==> src/rtl/rle_pkg.sv <==
// Shared types and constants for the run-length encoder/decoder pair.
// Tokens are {marker flag, symbol}; a count token reuses the full token width.
package rle_pkg;

  localparam int SIZE  = 7;
  localparam int LIMIT = 255;
  // Remaining-beat counter must hold LIMIT+1.
  localparam int CNT_W = SIZE + 2;

  typedef struct packed {
    logic [SIZE:0] data;
    logic          valid;
  } out_st;

  typedef struct packed {
    logic [SIZE-1:0] data;
    logic            valid;
  } sym_st;

  typedef enum logic [1:0] {
    FETCH,
    WAIT_CNT,
    EXPAND
  } dec_state_e;

  function automatic logic is_marker(input logic [SIZE:0] tok);
    return tok[SIZE];
  endfunction

  function automatic logic [SIZE-1:0] tok_symbol(input logic [SIZE:0] tok);
    return tok[SIZE-1:0];
  endfunction

  // A count of zero, or one above LIMIT, is malformed but still expanded.
  function automatic logic count_legal(input logic [SIZE:0] n);
    return (n != '0) && ({1'b0, n} <= CNT_W'(LIMIT));
  endfunction

endpackage

==> src/rtl/run_length_decoder_if.sv <==
// Token input and symbol output of the run-length decoder.
// master drives tokens and symbol ready; slave is the decoder.
interface run_length_decoder_if;
  import rle_pkg::*;

  out_st tokenIn;
  logic  symReady;
  sym_st symOut;

  modport master (
    output tokenIn,
    output symReady,
    input  symOut
  );

  modport slave (
    input  tokenIn,
    input  symReady,
    output symOut
  );

endinterface

==> src/rtl/rle_token_fifo.sv <==
// Synchronous token FIFO with a combinational head read.
// Pointers carry one extra wrap bit so full and empty differ only in the MSB.
module rle_token_fifo #(
  parameter int WIDTH = 8,
  parameter int DEPTH = 16
) (
  input  logic             clock,
  input  logic             reset_n,
  input  logic             wr_en,
  input  logic [WIDTH-1:0] wr_data,
  input  logic             rd_en,
  output logic [WIDTH-1:0] rd_data,
  output logic             full,
  output logic             empty
);

  localparam int AW = $clog2(DEPTH);

  logic [WIDTH-1:0] mem [DEPTH];
  logic [AW:0]      wr_ptr_q, wr_ptr_d;
  logic [AW:0]      rd_ptr_q, rd_ptr_d;
  logic             wr_ok;
  logic             rd_ok;

  assign empty = (wr_ptr_q == rd_ptr_q);
  assign full  = (wr_ptr_q[AW] != rd_ptr_q[AW]) &&
                 (wr_ptr_q[AW-1:0] == rd_ptr_q[AW-1:0]);

  // A write into a full FIFO is still taken when the head leaves this cycle.
  assign rd_ok = rd_en && !empty;
  assign wr_ok = wr_en && (!full || rd_ok);

  assign rd_data = mem[rd_ptr_q[AW-1:0]];

  always_comb begin
    wr_ptr_d = wr_ptr_q;
    rd_ptr_d = rd_ptr_q;
    if (wr_ok) wr_ptr_d = wr_ptr_q + (AW+1)'(1);
    if (rd_ok) rd_ptr_d = rd_ptr_q + (AW+1)'(1);
  end

  always_ff @(posedge clock or negedge reset_n) begin
    if (!reset_n) begin
      wr_ptr_q <= '0;
      rd_ptr_q <= '0;
    end else begin
      wr_ptr_q <= wr_ptr_d;
      rd_ptr_q <= rd_ptr_d;
    end
  end

  always_ff @(posedge clock) begin
    if (wr_ok) mem[wr_ptr_q[AW-1:0]] <= wr_data;
  end

endmodule

==> src/rtl/run_length_decoder.sv <==
// Run-length decoder: buffers encoded tokens and expands them onto a
// valid/ready symbol stream, flagging FIFO drops and malformed tokens.
module run_length_decoder
  import rle_pkg::*;
#(
  parameter int FIFO_DEPTH = 16
) (
  input  logic                 clock,
  input  logic                 reset_n,
  run_length_decoder_if.slave  bus,
  output logic                 overflow,
  output logic                 protoError
);

  dec_state_e       state_q, state_d;
  sym_st            sym_q, sym_d;
  logic [SIZE-1:0]  run_sym_q, run_sym_d;
  logic [CNT_W-1:0] remaining_q, remaining_d;
  logic             overflow_q, overflow_d;
  logic             proto_err_q, proto_err_d;

  logic [SIZE:0]    head;
  logic             fifo_full;
  logic             fifo_empty;
  logic             pop;
  logic             can_load;
  logic             drop;

  rle_token_fifo #(
    .WIDTH (SIZE + 1),
    .DEPTH (FIFO_DEPTH)
  ) u_fifo (
    .clock   (clock),
    .reset_n (reset_n),
    .wr_en   (bus.tokenIn.valid),
    .wr_data (bus.tokenIn.data),
    .rd_en   (pop),
    .rd_data (head),
    .full    (fifo_full),
    .empty   (fifo_empty)
  );

  assign can_load = !sym_q.valid || bus.symReady;
  assign drop     = bus.tokenIn.valid && fifo_full && !pop;

  always_comb begin
    state_d     = state_q;
    sym_d       = sym_q;
    run_sym_d   = run_sym_q;
    remaining_d = remaining_q;
    overflow_d  = overflow_q || drop;
    proto_err_d = proto_err_q;
    pop         = 1'b0;

    // Output drops valid once accepted unless a new beat reloads it below.
    if (can_load) sym_d.valid = 1'b0;

    case (state_q)
      FETCH: begin
        if (!fifo_empty && can_load) begin
          pop = 1'b1;
          if (is_marker(head)) begin
            run_sym_d = tok_symbol(head);
            state_d   = WAIT_CNT;
          end else if (tok_symbol(head) == '0) begin
            proto_err_d = 1'b1;
          end else begin
            sym_d.data  = tok_symbol(head);
            sym_d.valid = 1'b1;
          end
        end
      end

      WAIT_CNT: begin
        if (!fifo_empty) begin
          pop         = 1'b1;
          remaining_d = {1'b0, head} + CNT_W'(1);
          if (!count_legal(head)) proto_err_d = 1'b1;
          state_d     = EXPAND;
        end
      end

      EXPAND: begin
        if (can_load) begin
          sym_d.data  = run_sym_q;
          sym_d.valid = 1'b1;
          remaining_d = remaining_q - CNT_W'(1);
          if (remaining_q == CNT_W'(1)) state_d = FETCH;
        end
      end

      default: state_d = FETCH;
    endcase
  end

  always_ff @(posedge clock or negedge reset_n) begin
    if (!reset_n) begin
      state_q     <= FETCH;
      sym_q       <= '0;
      run_sym_q   <= '0;
      remaining_q <= '0;
      overflow_q  <= 1'b0;
      proto_err_q <= 1'b0;
    end else begin
      state_q     <= state_d;
      sym_q       <= sym_d;
      run_sym_q   <= run_sym_d;
      remaining_q <= remaining_d;
      overflow_q  <= overflow_d;
      proto_err_q <= proto_err_d;
    end
  end

  assign bus.symOut = sym_q;
  assign overflow   = overflow_q;
  assign protoError = proto_err_q;

endmodule

==> src/flat_wrapper.sv <==
// flat-port wrapper written by rule: the top's interface ports become plain ports
module run_length_decoder_flat import rle_pkg::*;
#(
  parameter int FIFO_DEPTH = 16
)
  (clock, reset_n, overflow, protoError, bus_tokenIn, bus_symReady, bus_symOut);
  run_length_decoder_if bus_i ();
  input  logic clock;
  input  logic reset_n;
  output logic overflow;
  output logic protoError;
  input wire logic [$bits(bus_i.tokenIn)-1:0] bus_tokenIn;
  input wire logic [$bits(bus_i.symReady)-1:0] bus_symReady;
  output wire logic [$bits(bus_i.symOut)-1:0] bus_symOut;
  assign bus_i.tokenIn = bus_tokenIn;
  assign bus_i.symReady = bus_symReady;
  assign bus_symOut = bus_i.symOut;
  run_length_decoder #(.FIFO_DEPTH(FIFO_DEPTH)) u_core (.clock(clock), .reset_n(reset_n), .bus(bus_i), .overflow(overflow), .protoError(protoError));
endmodule
==> config.mk <==
export PLATFORM = sky130hd
export DESIGN_NAME = run_length_decoder_flat
export DESIGN_NICKNAME = d
export VERILOG_FILES = /design/src/rtl/rle_pkg.sv /design/src/rtl/run_length_decoder_if.sv /design/src/rtl/rle_token_fifo.sv /design/src/rtl/run_length_decoder.sv /design/src/flat_wrapper.sv
export SDC_FILE = /design/constraint.sdc
export NUM_CORES = 1
export LEC_CHECK = 0
export CAP_MARGIN = 10
export CORE_ASPECT_RATIO = 0.9
export CORE_MARGIN = 2
export CORE_UTILIZATION = 41
export CTS_CLUSTER_DIAMETER = 50
export DETAILED_ROUTE_END_ITERATION = 12
export DONT_BUFFER_PORTS = 1
export SLEW_MARGIN = 15
export SYNTH_ARGS = -nofsm -noshare
export SYNTH_HDL_FRONTEND = slang
export SYNTH_SLANG_ARGS = --single-unit
==> constraint.sdc <==
create_clock -name clock -period 3.9 [get_ports clock]
set_input_delay 0.975 -clock clock [delete_from_list [all_inputs] [get_ports clock]]
set_output_delay 0.975 -clock clock [all_outputs]
set_load 0.01 [all_outputs]
# Word-level counts from Yosys, hierarchy flattened
# Memories as Yosys holds them, arrays and structs flattened.
# Cells that the tools add are included.
# classes
n_addsub	4
bitwise_logic	0
n_lt_le_gt_ge	0
n_reduce_logical	24
div	0
n_shift	0
eq_ne	15
mux	26
mul	0
# ops
operator	count
8-bit two-way mux	4
9-bit two-way mux	2
9-bit one-hot mux with 2 select lines	1
8-bit one-hot mux with 2 select lines	1
5-bit by 1-bit adder with 5-bit output (second input constant)	2
1-bit two-way mux	10
2-bit two-way mux	5
2-bit by 1-bit != test with 1-bit output (second input constant)	5
5-bit AND reduction	2
8-bit by 1-bit adder with 9-bit output (second input constant)	1
9-bit by 1-bit == test with 1-bit output (second input constant)	1
9-bit by 1-bit subtractor with 9-bit output (second input constant)	1
2-bit != test (second input constant)	4
8-bit nonzero test	1
7-bit zero test	1
1-bit logical AND	6
2-bit one-hot mux with 3 select lines	1
3-bit AND reduction	2
6-bit AND reduction	1
2-bit nonzero test	3
5-bit == test	1
4-bit == test	1
1-bit zero test	4
1-bit one-hot mux with 2 select lines	2
5 further kinds	7
# totals
n_memories	1
latch_bits	0
reg_bits	38
out_inout_bits	10
word_cells	79
mem_bits_ro	0
ram_bits	128
# memory_table
memory	words	width	read_ports	rd_ports_with_merged_regs	wr	line_no	rtl
u_core.u_fifo.mem	16	8	1	0	1	rle_token_fifo.sv:19	logic [WIDTH-1:0] mem [DEPTH];

# Longest topological paths before layout
# depth
word_depth	10
depth_mapped	14
mapped_depth_nobuf	10

# Cells and area by module
# Synthesis repeated with hierarchy kept, for this count alone.
# hier_totals
hier_cells	425
hier_area_um2	7110.6
# modules_own_cells
mod	cells_per_inst	seq_area_each_um2	area_each_um2	instances
rle_token_fifo	271	4093.9	5564.1	1
run_length_decoder	154	700.7	1546.5	1

# Worst setup path before layout
# No wires, ideal clock.
# synth_timing
path_kind	input to register
startpoint	input bus_symReady
endpoint	memory u_core.u_fifo.mem[3][0], enable pin
setup_slack_ns	1.049
arrival_time_ns	2.468
setup_time_ns	0.383
path_stages	8
cell_sequence	nand2b_1 -> nor2_1 -> o21ai_0 -> nor2_1 -> nor2b_1 -> clkbuf_1 -> nand2_1 -> nor3_1
# synth_between
elab_chain_cells	9
# synth_rtl
element	line_no	rtl
start: declaration	flat_wrapper.sv:13	input wire logic [$bits(bus_i.symReady)-1:0] bus_symReady;
1-bit logical OR	run_length_decoder.sv:43	assign can_load = !sym_q.valid || bus.symReady;
1-bit logical AND	run_length_decoder.sv:60	if (!fifo_empty && can_load) begin
1-bit two-way mux	run_length_decoder.sv:60	
1-bit one-hot mux with 2 select lines	run_length_decoder.sv:58	case (state_q)
1-bit logical AND	rle_token_fifo.sv:30	assign rd_ok = rd_en && !empty;
1-bit logical OR	rle_token_fifo.sv:31	assign wr_ok = wr_en && (!full || rd_ok);
1-bit logical AND	rle_token_fifo.sv:31	
1-bit two-way mux	rle_token_fifo.sv:53	if (wr_ok) mem[wr_ptr_q[AW-1:0]] <= wr_data;
1-bit two-way mux (implied by the code)	rle_token_fifo.sv:53	
end: declaration	rle_token_fifo.sv:19	
# No other way between the ends.

==> impl_metrics.env <==
export IMPL_outcome="complete, no violations"
export IMPL_final_min_period_over_clock_period_pct=79.5
export IMPL_die_x_microns=143
export IMPL_p_switching_mw=1.14
export IMPL_worstPathMaxFanout=19
export IMPL_tightest_slew_ns=0.797
export IMPL_critPathKind="register to register"
export IMPL_clk_latency_ns=0.43
export IMPL_viasPerCell=5.50
export IMPL_power_frac_clock_pct=38.8
export IMPL_ir_drop_mv=0.318
export IMPL_nFillCells=1467
export IMPL_ys_ff_latch=166
export IMPL_antenna_found_initial=0
export IMPL_core_area_sq_mm=0.0169
export IMPL_fp_dieH_microns=129
export IMPL_power_share_switching_pct=25.8
export IMPL_dr_total_vias=3965
export IMPL_hpwlAfterDp_mm=9.89
export IMPL_row_count=45
export IMPL_first_iter_violations=417
export IMPL_yosysTopAreaCell="edfxtp_1"
export IMPL_seqCellArea_sq_mm=0.00479
export IMPL_setup_tns_final_ns=0
export IMPL_setup_worst_path_end_class="register"
export IMPL_drt_pass1_iterations=5
export IMPL_drtAntennaViolNets=0
export IMPL_multiInputGateArea_sq_mm=0.00213
export IMPL_drt_total_wl_mm=14.9
export IMPL_crit_family="compound AO/OA/AOI/OAI gates"
export IMPL_p_seq_share_pct=50.8
export IMPL_crit_chain="buf_4 > mux4_2 > o22ai_1 > nor3b_2 > a221oi_2 > nand4_1 > a21oi_1 > o21ai_0"
export IMPL_mostFrequentLayoutCell="edfxtp_1"
export IMPL_grt_pass1_wl_mm=23.6
export IMPL_pin_count=22
export IMPL_yosysSeqAreaShare_pct=67.5
export IMPL_p_leak_nw=2.71
export IMPL_clockRootBuffer="clkbuf_16"
export IMPL_clkSlewWorstSetupHoldPaths_ns=0.07
export IMPL_postSynthCellCount=460
export IMPL_wire_per_inst_microns=20.7
export IMPL_place_gp_congestion=0.759
export IMPL_cap_violations=0
export IMPL_finalPower_mw=4.43
export IMPL_yosys_warnings=0
export IMPL_final_nets=494
export IMPL_synth_avg_cell_area_sq_um=15.4
export IMPL_mostFrequentLayoutCells="edfxtp_1 (128), dfrtp_1 (38), nor2_1 (31)"
export IMPL_synthArstFlopShare_pct=22.9
export IMPL_cts_tree="yes"
export IMPL_yosys_most_used_dff="edfxtp_1"
export IMPL_p_int_mw=3.29
export IMPL_start_kind="register"
export IMPL_pwr_share_comb_pct=10.4
export IMPL_grt_pass1_vias=4012
export IMPL_crit_required_ns=4.20
export IMPL_grt_usage_pct=17.6
export IMPL_path_buf_inv=1
export IMPL_stdcell_area_sq_mm=0.00798
export IMPL_fin_crit_ns=3.10
export IMPL_finalClockSkew_ns=0.0118
export IMPL_post_cts_resized=0
export IMPL_synthesis_area_sq_mm=0.00711
export IMPL_hold_viol=0
export IMPL_dp_cells=689
export IMPL_grt_start_max_net_pins=39
export IMPL_htreeDepth=4
export IMPL_place_area_sq_mm=0.00738
export IMPL_hold_slack_ns=0.238
export IMPL_fin_cells=721
export IMPL_hp_class="input pin to asynchronous set/reset pin"
export IMPL_cts_setup_buffers=0
export IMPL_max_slew_margin_rel_pct=46.7
export IMPL_dieArea_sq_mm=0.0184
export IMPL_yosysTopAreaCellShare_pct=54.1
export IMPL_drc=0
export IMPL_drive_gt1_share_pct=17.3
export IMPL_rsz0062_at_grt="false"
export IMPL_numCtsBuffers=17
export IMPL_syn_to_final_growth_pct=12.3
export IMPL_ctsLongestPathBuffers=2
export IMPL_finalSetupViolations=0
export IMPL_slowest_stage="dfrtp_1"
export IMPL_finalMaxSlewViolations=0
export IMPL_worst_path_largest_cell_delay_ns=0.77
export IMPL_overflow=0
export IMPL_start_util_pct=41.9
export IMPL_worstPathArrival_ns=3.40
export IMPL_cts_hold_buf=0
export IMPL_synth_fp_nets=481
export IMPL_cts_num_sinks=166
export IMPL_synth_edf_count=128
export IMPL_n_antenna_cell=0
export IMPL_clock_fmax_mhz=323
export IMPL_p_per_area_mw_per_mm2=555
export IMPL_port_buffers=0
export IMPL_yosysUniqueCellTypes=56
export IMPL_yosys_top_cells_area="edfxtp_1 (54%), dfrtp_1 (13%), mux4_2 (8.9%), xnor2_1 (1.7%), nor2_1 (1.6%)"
[area by class of cell]
class | instances | area share, %
flip-flops and latches | 166 | 60.1
multi-input cells | 260 | 26.7
clock buffers | 21 | 5.77
well taps | 235 | 3.69
clock inverters | 11 | 1.71
repair buffers | 13 | 1.38
inverters | 15 | 0.706
[metal layers]
metal / up-vias / track usage [%] / part of all wire [%]
met5: - / 0 / 0
met1: 2047 / 25.1 / 46
met2: 101 / 26.6 / 48
met3: 12 / 4.54 / 4.9
li1: 1805 / - / -
met4: 0 / 5.71 / 0.99
[sequential cells by signal, summed over array words and instances, names as in the netlist]
| register | count |
|---|---|
| u_core.u_fifo.mem | 128 |
| u_core.remaining_q | 9 |
| u_core.bus.symOut | 8 |
| u_core.run_sym_q | 7 |
| u_core.u_fifo.rd_ptr_q | 5 |
| u_core.u_fifo.wr_ptr_q | 5 |
| u_core.state_q | 2 |
| u_core.overflow | 1 |
| u_core.protoError | 1 |
[cells by family after synthesis]
kind of cell / Yosys count / synth area share, %
AO/OA/AOI/OAI: 71 / 6.46
XOR/XNOR: 16 / 1.97
adder cells (fa/ha/maj): 9 / 1.58
buffers and inverters: 34 / 2.59
flip-flops: 166 / 67.5
multiplexers: 43 / 11.3
AND/OR/NAND/NOR: 121 / 8.59
[synth_stat cells (2+ instances only)]
master and count:
edfxtp_1 128, dfrtp_1 38, nor2_1 31, nand2_1 29, mux4_2 28, o21ai_0 23
inv_1 15, xnor2_1 14, nand3_1 11, a21oi_1 9, ha_1 9, mux2i_1 8
nand2b_1 8, nor3_1 8, o211ai_1 8, nor2b_1 7, a22oi_1 6, clkbuf_1 6
mux2_2 6, buf_2 5, nand4_1 5, o22ai_1 5, nor4_1 4, a2111oi_0 3
a21o_1 3, and3_1 3, buf_4 3, buf_6 3, a31oi_1 2, and2_1 2
o21ai_1 2, o21bai_1 2, or4_1 2, xor2_1 2
[path summary, 6_finish.rpt]
kind / slack [ns] / cells past startpoint / from / end
setup / recovery: 0.80 / 8 / u_core.u_fifo.rd_ptr_q[2] / u_core.bus.symOut[0]
hold / removal: 0.24 / 0 / reset_n / u_core.run_sym_q[4]
setup reg to reg: 0.80 / 8 / u_core.u_fifo.rd_ptr_q[2] / u_core.bus.symOut[0]
hold reg to reg: 0.49 / 1 / u_core.u_fifo.rd_ptr_q[4] / u_core.u_fifo.rd_ptr_q[4]
max in group asynchronous: 3.58 / 0 / reset_n / u_core.u_fifo.wr_ptr_q[3]
min in group clock: 0.49 / 1 / u_core.u_fifo.rd_ptr_q[4] / u_core.u_fifo.rd_ptr_q[4]
[stage by stage]
stage | util (%) | setup slack (ns)
final | 47.1 | 0.799
after global routing | 47.1 | 0.527
after CTS | 47.1 | 0.793
after detailed placement | 43.6 | 0.636
after global placement | 43.6 | 0.696
after floorplan | - | 1.05
[power groups by stage]
stage | Combinational [mW] | Clock (mW) | Sequential (mW)
4_1_cts | 0.463 | 1.74 | 2.25
3_5_place_dp | 0.461 | 0 | 2.28
5_1_grt | 0.517 | 1.82 | 2.27
6_report | 0.462 | 1.72 | 2.25
2_1_floorplan | 0.356 | 0 | 2.22
3_3_place_gp | 0.448 | 0 | 2.28
Power figures use the tool's default switching activity.
